--- src/rtl/decoded_op_queue_pkg.sv ---
`default_nettype none
// ---------------------------------------------------------------------------
// | Module   : OpTypes (package)                                            |
// | Brief    : Shared decoded-op types and default queue sizing.            |
// | Revision : 1.0 - initial release                                        |
// ---------------------------------------------------------------------------
package OpTypes;

  localparam int OPQ_DEPTH     = 8;
  localparam int OPQ_ENQ_WIDTH = 2;

  typedef struct packed {
    logic       isBubble;
    logic [6:0] opcode;
    logic [4:0] rd;
    logic [4:0] rs1;
    logic [4:0] rs2;
  } OpInfo;

  typedef struct packed {
    OpInfo       op;
    logic [31:0] pc;
  } OpQueueEntry;

endpackage
`default_nettype wire

--- src/rtl/decoded_op_queue_if.sv ---
`default_nettype none
// ---------------------------------------------------------------------------
// | Module   : decoded_op_queue_if                                          |
// | Brief    : Enqueue/dequeue/flush bundle of the decoded-op queue.        |
// |            master = producer/consumer side, slave = queue side.         |
// | Revision : 1.0 - initial release                                        |
// ---------------------------------------------------------------------------
interface decoded_op_queue_if
  import OpTypes::*;
#(
  parameter int DEPTH     = OPQ_DEPTH,
  parameter int ENQ_WIDTH = OPQ_ENQ_WIDTH
);

  logic                     flush;
  logic [ENQ_WIDTH-1:0]     enqValid;
  OpQueueEntry              enqEntry [ENQ_WIDTH];
  logic                     enqReady;
  logic                     deqValid;
  OpQueueEntry              deqEntry;
  logic                     deqReady;
  logic [$clog2(DEPTH):0]   count;

  modport master (
    output flush, enqValid, enqEntry, deqReady,
    input  enqReady, deqValid, deqEntry, count
  );

  modport slave (
    input  flush, enqValid, enqEntry, deqReady,
    output enqReady, deqValid, deqEntry, count
  );

endinterface
`default_nettype wire

--- src/rtl/decoded_op_queue_compactor.sv ---
`default_nettype none
// ---------------------------------------------------------------------------
// | Module   : opq_enq_compactor                                            |
// | Brief    : Qualifies enqueue lanes and packs the surviving ones into    |
// |            consecutive write slots (slot 0 lands at the queue tail).    |
// |            OPQ_BUBBLE_SQUASH_EN: drop lanes whose op is a bubble.       |
// | Revision : 1.0 - initial release                                        |
// ---------------------------------------------------------------------------
module opq_enq_compactor
  import OpTypes::*;
#(
  parameter int ENQ_WIDTH = OPQ_ENQ_WIDTH
) (
  input  wire logic                 i_accept,
  input  wire logic [ENQ_WIDTH-1:0] i_enqValid,
  input  wire OpQueueEntry          i_enqEntry [ENQ_WIDTH],
  output logic [1:0]                o_wrCount,
  output logic [ENQ_WIDTH-1:0]      o_wrEn,
  output OpQueueEntry               o_wrData [ENQ_WIDTH]
);

  logic [ENQ_WIDTH-1:0] w_laneOk;

  // A lane is written only if the queue accepts this cycle and the lane is valid
  for (genvar i = 0; i < ENQ_WIDTH; i++) begin : g_lane
`ifdef OPQ_BUBBLE_SQUASH_EN
    assign w_laneOk[i] = i_accept & i_enqValid[i] & ~i_enqEntry[i].op.isBubble;
`else
    assign w_laneOk[i] = i_accept & i_enqValid[i];
`endif
  end

  if (ENQ_WIDTH == 2) begin : g_two_lane
    // A dead lane 0 lets lane 1 slide into the tail slot
    assign o_wrData[0] = w_laneOk[0] ? i_enqEntry[0] : i_enqEntry[1];
    assign o_wrData[1] = i_enqEntry[1];
    assign o_wrEn[0]   = |w_laneOk;
    assign o_wrEn[1]   = &w_laneOk;
    assign o_wrCount   = {1'b0, w_laneOk[0]} + {1'b0, w_laneOk[1]};
  end else begin : g_one_lane
    assign o_wrData[0] = i_enqEntry[0];
    assign o_wrEn      = w_laneOk;
    assign o_wrCount   = {1'b0, w_laneOk[0]};
  end

endmodule
`default_nettype wire

--- src/rtl/decoded_op_queue.sv ---
`default_nettype none
// ---------------------------------------------------------------------------
// | Module   : decoded_op_queue                                             |
// | Brief    : Circular queue of decoded ops between decode and dispatch.   |
// |            Up to ENQ_WIDTH ops in, one op out per cycle; flush on       |
// |            mispredict. OPQ_BUBBLE_SQUASH_EN: bubbles are not stored.    |
// | Revision : 1.0 - initial release                                        |
// ---------------------------------------------------------------------------
module decoded_op_queue
  import OpTypes::*;
#(
  parameter int DEPTH     = OPQ_DEPTH,
  parameter int ENQ_WIDTH = OPQ_ENQ_WIDTH
) (
  input wire logic          clk,
  input wire logic          rst,
  decoded_op_queue_if.slave q
);

  localparam int c_PTR_W = $clog2(DEPTH);
  localparam int c_CNT_W = c_PTR_W + 1;
  // Highest occupancy that still leaves room for a full-width enqueue
  localparam logic [c_CNT_W-1:0] c_ENQ_LIMIT = c_CNT_W'(DEPTH - ENQ_WIDTH);

  OpQueueEntry          r_mem [DEPTH];
  logic [c_PTR_W-1:0]   r_head;
  logic [c_PTR_W-1:0]   r_tail;
  logic [c_CNT_W-1:0]   r_count;

  logic                 w_enqReady;
  logic                 w_deqValid;
  logic                 w_doDeq;
  logic                 w_accept;
  logic [1:0]           w_wrCount;
  logic [ENQ_WIDTH-1:0] w_wrEn;
  OpQueueEntry          w_wrData [ENQ_WIDTH];

  // Ready looks only at registered occupancy, never at this cycle's dequeue
  assign w_enqReady = (r_count <= c_ENQ_LIMIT);
  assign w_deqValid = (r_count != '0);
  assign w_doDeq    = w_deqValid & q.deqReady & ~q.flush;
  assign w_accept   = w_enqReady & ~q.flush;

  assign q.enqReady = w_enqReady;
  assign q.deqValid = w_deqValid;
  assign q.deqEntry = r_mem[r_head];
  assign q.count    = r_count;

  opq_enq_compactor #(
    .ENQ_WIDTH (ENQ_WIDTH)
  ) u_compactor (
    .i_accept   (w_accept),
    .i_enqValid (q.enqValid),
    .i_enqEntry (q.enqEntry),
    .o_wrCount  (w_wrCount),
    .o_wrEn     (w_wrEn),
    .o_wrData   (w_wrData)
  );

  // Pointer and occupancy update; reset beats flush, flush beats enq/deq
  always_ff @(posedge clk) begin
    if (rst || q.flush) begin
      r_head  <= '0;
      r_tail  <= '0;
      r_count <= '0;
    end else begin
      r_head  <= r_head + c_PTR_W'(w_doDeq);
      r_tail  <= r_tail + c_PTR_W'(w_wrCount);
      r_count <= r_count + c_CNT_W'(w_wrCount) - c_CNT_W'(w_doDeq);
    end
  end

  // Storage write at tail, wrapping naturally through the pointer width
  always_ff @(posedge clk) begin
    for (int s = 0; s < ENQ_WIDTH; s++) begin
      if (w_wrEn[s]) begin
        r_mem[r_tail + c_PTR_W'(s)] <= w_wrData[s];
      end
    end
  end

endmodule
`default_nettype wire

--- src/flat_wrapper.sv ---
// flat-port wrapper written by rule: the top's interface ports become plain ports
module decoded_op_queue_flat import OpTypes::*;
#(
  parameter int DEPTH     = OPQ_DEPTH,
  parameter int ENQ_WIDTH = OPQ_ENQ_WIDTH
)
  (clk, rst, q_flush, q_enqValid, q_enqEntry, q_deqReady, q_enqReady, q_deqValid, q_deqEntry, q_count);
  decoded_op_queue_if #(.DEPTH(DEPTH), .ENQ_WIDTH(ENQ_WIDTH)) q_i ();
  input wire logic clk;
  input wire logic rst;
  input wire logic [$bits(q_i.flush)-1:0] q_flush;
  input wire logic [$bits(q_i.enqValid)-1:0] q_enqValid;
  input wire logic [$bits(q_i.enqEntry)-1:0] q_enqEntry;
  input wire logic [$bits(q_i.deqReady)-1:0] q_deqReady;
  output wire logic [$bits(q_i.enqReady)-1:0] q_enqReady;
  output wire logic [$bits(q_i.deqValid)-1:0] q_deqValid;
  output wire logic [$bits(q_i.deqEntry)-1:0] q_deqEntry;
  output wire logic [$bits(q_i.count)-1:0] q_count;
  assign q_i.flush = q_flush;
  assign q_i.enqValid = q_enqValid;
  assign q_i.enqEntry = {>>{q_enqEntry}};
  assign q_i.deqReady = q_deqReady;
  assign q_enqReady = q_i.enqReady;
  assign q_deqValid = q_i.deqValid;
  assign q_deqEntry = q_i.deqEntry;
  assign q_count = q_i.count;
  decoded_op_queue #(.DEPTH(DEPTH), .ENQ_WIDTH(ENQ_WIDTH)) u_core (.clk(clk), .rst(rst), .q(q_i));
endmodule
--- config.mk ---
export PLATFORM = sky130hd
export DESIGN_NAME = decoded_op_queue_flat
export DESIGN_NICKNAME = d
export VERILOG_FILES = /design/src/rtl/decoded_op_queue_pkg.sv /design/src/rtl/decoded_op_queue_if.sv /design/src/rtl/decoded_op_queue_compactor.sv /design/src/rtl/decoded_op_queue.sv /design/src/flat_wrapper.sv
export SDC_FILE = /design/constraint.sdc
export NUM_CORES = 1
export LEC_CHECK = 0
export CORE_MARGIN = 1
export CORE_UTILIZATION = 59
export DETAILED_ROUTE_END_ITERATION = 6
export PLACE_DENSITY = 0.81
export SLEW_MARGIN = 20
export SYNTH_ARGS = -nofsm -noshare
export SYNTH_HDL_FRONTEND = slang
export SYNTH_SLANG_ARGS = --single-unit
--- constraint.sdc ---
create_clock -name clk -period 8.7 [get_ports clk]
set_clock_uncertainty 0.1 [all_clocks]
set_input_delay 1.74 -clock clk [delete_from_list [all_inputs] [get_ports clk]]
set_output_delay 1.74 -clock clk [all_outputs]
set_load 0.005 [all_outputs]
==> flow_summary.ini, run 1 <==
[outcome]
outcome = finished, final reports clean

[final_layout]
nFillCells = 2526
most-common-layout-cells = 450 x mux2_2, 440 x edfxtp_1, 176 x clkdlybuf4s50_1, 110 x mux4_2, 49 x clkbuf_16
final_common_cell = mux2_2
final_nets = 1522
syn2layout_area_growth_pct = 16.10
drive_gt1_frac = 0.4664

[synth]
ys.flop_type = edfxtp_1
async_flop_share = 0
synthCells = 1219
synth_compound_area_frac = 0.005481
seq_area_frac_synth = 0.5934
synthesis.nets = 1350
synth_top_family_by_area = multiplexers
post_synth_xor_area_fraction = 0.002325
synth_edf_count = 440
syn-cell-area_mm2 = 0.02260
synthAdderAreaFrac = 0.008968
synthSimpleGateAreaFrac = 0.009854
ys_types = 38
synthMuxAreaShare = 0.3567
avgSynthCellArea_um2 = 18.54
synth_seq_cells = 450
ys_warn_count = 0

[critical_path]
worstSetupStartpointType = input pin
critPathKind = in2reg
endpoint_kind = flip-flop
worstPathArrival_ps = 5820
worstPathRequired_ps = 8900
crit_slowest_cell = nand2_2
critical_path.cell_chain = clkdlybuf4s50_1 -> and4bb_1 -> o21a_1 -> ha_1 -> nor2b_1 -> nand3_1 -> nand2_2 -> buf_4 -> mux2_2
critPathMaxStageDelay_ps = 840
cp_max_fo = 31

[sta]
hold_viol = 0
max_freq_ghz = 0.1779
worst_slew_pin_slew_ps = 1102
fin_crit_sh = 0.6460
hold_ws_ps = 642.2
fin_crit_ps = 5620
finalMaxSlewViolations = 0
setup_tns_ps = 0
setup_violations = 0
rsz0062_at_grt = false
slew_headroom = 0.2656

[drt]
viasPerCell = 6.325
drcViolationCount = 0
first_pass_iters = 5
ant_nets = 0
wl_per_cell_um = 27.04
drt_wl_total_mm = 52.51
via_count = 12280
drt_iter0_drc = 1085

[clock_network]
post_cts_buffers = 0
htree_levels = 2
cts_buffers = 47
cts_root_buffer = clkbuf_16
cts_hold_buffers = 0
cts_tree = done
cts_max_path_buffers = 3
clk_latency_ps = 560
clk_pin_slew_worst_paths_ps = 60
clock_sinks = 450
post_cts_resized = 0

[worst_hold_path]
hold_path.class = reg2reg

[power]
ir_drop_v = 0.0001655
p_total_mw = 5.348
p_leak_nw = 8.379
powerDensity_mw_per_mm2 = 203.8

[global_routing]
grt_overflow = 0
grtUsageTotal = 0.2733
grt_pass1_vias = 12920
antenna_found_initial = 4
grt_max_degree = 91
grt_first_pass_wirelength_mm = 78.49

[die]
core_area_mm2 = 0.03767
start_util = 0.6001
dieWidth_um = 197.7
fp.dieH_um = 197.7
die_area_mm2 = 0.03910
fp-row-count = 71
ios = 177

[placed_design]
dp_hpwl_mm = 28.19
io_buffers = 176
place.gp.congestion = 0.8241

[flow_run]
maxCapViolCount = 0
flip-flops by register name, summed over array words and instances (netlist names):
name            flops
u_core.q.count      4
u_core.r_head       3
u_core.r_mem      440
u_core.r_tail       3
layout make-up:
| cell class | count | area (um2) | area share |
|---|---|---|---|
| Sequential cell | 450 | 13420 | 0.5116 |
| Multi-Input combinational cell | 682 | 8748 | 0.3334 |
| Timing Repair Buffer | 197 | 1932 | 0.07362 |
| Clock buffer | 58 | 1260 | 0.04801 |
| Tap cell | 511 | 639.4 | 0.02436 |
| Clock inverter | 28 | 178.9 | 0.006818 |
| Inverter | 13 | 51.30 | 0.001955 |
| Antenna cell | 3 | 7.507 | 0.0002861 |
cell usage after synthesis (3+ instances only):
cell type	count	area share
and2_1	5	0.0014
buf_1	3	0.00050
buf_2	31	0.0069
buf_6	20	0.010
clkbuf_1	18	0.0030
dfxtp_1	10	0.0089
edfxtp_1	440	0.58
ha_1	13	0.0072
inv_1	12	0.0020
mux2_1	45	0.022
mux2_2	450	0.22
mux4_2	110	0.11
nand2_1	6	0.0010
nand2_2	4	0.0011
nand3_1	3	0.00066
nor2_1	10	0.0017
o21ai_0	4	0.00089
o31ai_1	3	0.0010
xnor2_1	4	0.0015
metrics by stage:
step	worst slack, ps	cell area (um2)	instances	util
floorplan	1254	22600	1219	-
global placement	2724	24800	1853	0.6583
detailed placement	2574	24800	1853	0.6583
CTS	3142	26230	1939	0.6965
global route	2933	26240	1940	0.6966
finish	3080	26240	1942	0.6967
critical path: cells and delay by family:
kind            cells  cell delay [ps]
mux                 1              400
buf+inv             2             1050
fa+ha+maj           1              300
compound gates      1              350
simple gates        4             1950
layer usage:
layer,global-route usage,share of wire,vias up
li1,-,-,5354
met1,0.3857,0.43,6425
met2,0.4482,0.49,425
met3,0.04429,0.062,75
met4,0.06546,0.018,4
met5,0,0.00051,-
where the power goes:
part	switching, mW	internal [mW]	total [mW]	leakage [nW]
registers	0.0280	2.51	2.54	4.08
clock network	0.815	1.08	1.90	0.706
logic	0.416	0.497	0.913	3.60
kinds of logic (layout without fill, tap and decap cells):
group | Yosys count | after routing
mux | 606 | 606
flops | 450 | 450
buf+inv | 87 | 296
simple gates | 40 | 40
fa+ha+maj | 15 | 15
compound gates | 15 | 15
xor+xnor | 6 | 6
other cells | 0 | 3
path summary, 6_finish.rpt:
kind                                         from                 end  depth (start not counted)  slack [ps]
worst min-delay path            u_core.q.count[3]   u_core.q.count[3]                          4         640
worst max-delay path                      q_flush  u_core.r_mem[7][5]                          9        3080
worst max register to register  u_core.q.count[3]  u_core.r_mem[7][5]                         10        4060
worst min register to register  u_core.q.count[3]   u_core.q.count[3]                          4         640
No activity file was read; power rests on OpenSTA's default activity.
==> inputs of run 2 (changes only) <==
CORE_UTILIZATION = 53   (was 59)
PLACE_DENSITY = 0.76   (was 0.81)
clock period = 4.8 ns   (was 8.7 ns; I/O delays follow)
==> run 2 against run 1 <==
Compared with the run above:
- total power up 82%
- routed wire length up 1.5%
- via count up 0.67%
- combinational power up 87%
==> flow_summary.ini, run 2 (synthesized netlist as in run 1, its figures left out) <==
[outcome]
outcome = finished, final reports clean

[sta]
finalMaxSlewViolations = 0
rsz0062_at_grt = false
worst_slew_pin_slew_ps = 1087
fin_crit_sh = 0.8416
slew_headroom = 0.2756
fin_crit_ps = 4039
hold_viol = 0
setup_violations = 0
max_freq_ghz = 0.2476

[global_routing]
grt_first_pass_wirelength_mm = 80.57
top_usage_layer = met2
grt_overflow = 0
antenna_found_initial = 9
grt_util_met3 = 0.04272
grt_pass1_vias = 13130
grt_util_met2 = 0.4027
grtUsageMet1 = 0.3477
grtUsageTotal = 0.2499
grt_max_degree = 57

[die]
ios = 177
dieWidth_um = 208.5
fp-row-count = 75
start_util = 0.5376
fp.dieH_um = 208.5
die_area_mm2 = 0.04347
core_area_mm2 = 0.04204

[placed_design]
io_buffers = 176
dp_hpwl_mm = 30.12
dp.cells = 1898
place.gp.congestion = 0.8099

[clock_network]
clk_pin_slew_worst_paths_ps = 60
cts_hold_buffers = 0
clock_sinks = 450
post_cts_resized = 0
post_cts_buffers = 0
clk_latency_ps = 580
cts_buffers = 48
htree_levels = 2
cts_tree = done
cts_max_path_buffers = 3
cts_root_buffer = clkbuf_16

[final_layout]
nFillCells = 2952
top_register = u_core.r_mem
final_nets = 1541
syn2layout_area_growth_pct = 18.11
regArea_mm2 = 0.01342
fin_cells = 1988
final_common_cell = mux2_2
multi_input_area_mm2 = 0.008748
drive_gt1_frac = 0.4705
most-common-layout-cells = 450 x mux2_2, 440 x edfxtp_1, 176 x clkdlybuf4s50_1, 110 x mux4_2, 49 x clkbuf_16
fin_util = 0.6350
largest_reg_flops = 440

[worst_hold_path]
min_from = u_core.q.count[2]
hold_path.class = reg2reg
whs_endpoint = u_core.q.count[3]
whs_path_depth = 4

[power]
powerDensity_mw_per_mm2 = 365.0
ir_drop_v = 0.0002326
p_total_mw = 9.745
p_leak_nw = 8.551

[critical_path]
critPathKind = reg2out
worstPathArrival_ps = 2980
worstPathRequired_ps = 3740
rrSetupSlack_ps = 1100
crit_slowest_cell = dfxtp_4
regToRegStartpoint = u_core.q.count[3]
worstSetupStartpointType = flip-flop
critical_path.cell_chain = buf_4 -> mux4_2 -> mux2_2 -> clkdlybuf4s50_1
cp_max_fo = 37
worstReg2RegEnd = u_core.r_mem[1][41]
endpoint_kind = primary output
r2r_cells = 9
worstSetupStartpoint = u_core.r_head[1]
critPathMaxStageDelay_ps = 740

[drt]
via_count = 12370
drcViolationCount = 0
ant_nets = 0
viasPerCell = 6.220
first_pass_iters = 5
drt_iter0_drc = 994
drt_wl_total_mm = 53.29
wl_per_cell_um = 26.80

[flow_run]
maxCapViolCount = 0
==> run 2: changes by cell type in the layout (fill, tap and decap cells not counted), sizes merged <==
cell	change
buf	+18
clkbuf	-1
clkinv	-1
clkinvlp	-2
diode	+3
inv	+1
==> run 2: per-stage QoR <==
step                      hold slack (ps)  cell area, um2  setup WS [ps]  TNS, ps
after CTS                           650.0           26650          678.4        0
final                               637.0           26700          760.5        0
after detailed placement            633.4           25230          226.6        0
after global routing                705.9           26690          668.2        0
after global placement              614.2           25230          265.4        0
after floorplan                     469.4           22610          -1710  -303100
==> run 2: worst max-delay path by stage <==
stage	end	slack, ps
2_1_floorplan	u_core.r_mem[6][0]	-1710
3_3_place_gp	u_core.r_mem[0][43]	270
3_5_place_dp	u_core.r_mem[0][40]	230
4_1_cts	q_deqEntry[7]	680
5_1_grt	q_deqEntry[7]	670
6_report	q_deqEntry[11]	760
==> run 2: worst max-delay path: cells and delay by family (launching register included) <==
family	cells	cell delay [ps]
multiplexers	2	690
flip-flops	1	740
buffers and inverters	2	950
==> run 2: cell type report <==
| cell class | count | share of cell area |
|---|---|---|
| sequential | 450 | 0.5029 |
| multi-input combinational | 682 | 0.3277 |
| timing repair buffer | 215 | 0.08849 |
| clock buffer | 57 | 0.04706 |
| tap | 539 | 0.02526 |
| clock inverter | 26 | 0.006140 |
| inverter | 13 | 0.001922 |
| antenna | 6 | 0.0005624 |
==> run 2: where the power goes <==
group,total [mW],switching (mW),internal [mW],leakage (nW)
logic,1.71,0.763,0.948,3.78
registers,4.59,0.0458,4.54,4.08
clock network,3.44,1.49,1.96,0.699
total,9.74,2.30,7.45,8.55
==> run 2: metal layers <==
metal  part of all wire  vias to the layer above  wire length (um)
li1                   -                     5387                 -
met1               0.42                     6432             22340
met2               0.49                      442             26010
met3              0.068                       94              3624
met4              0.024                       10              1258
met5             0.0011                        -                58
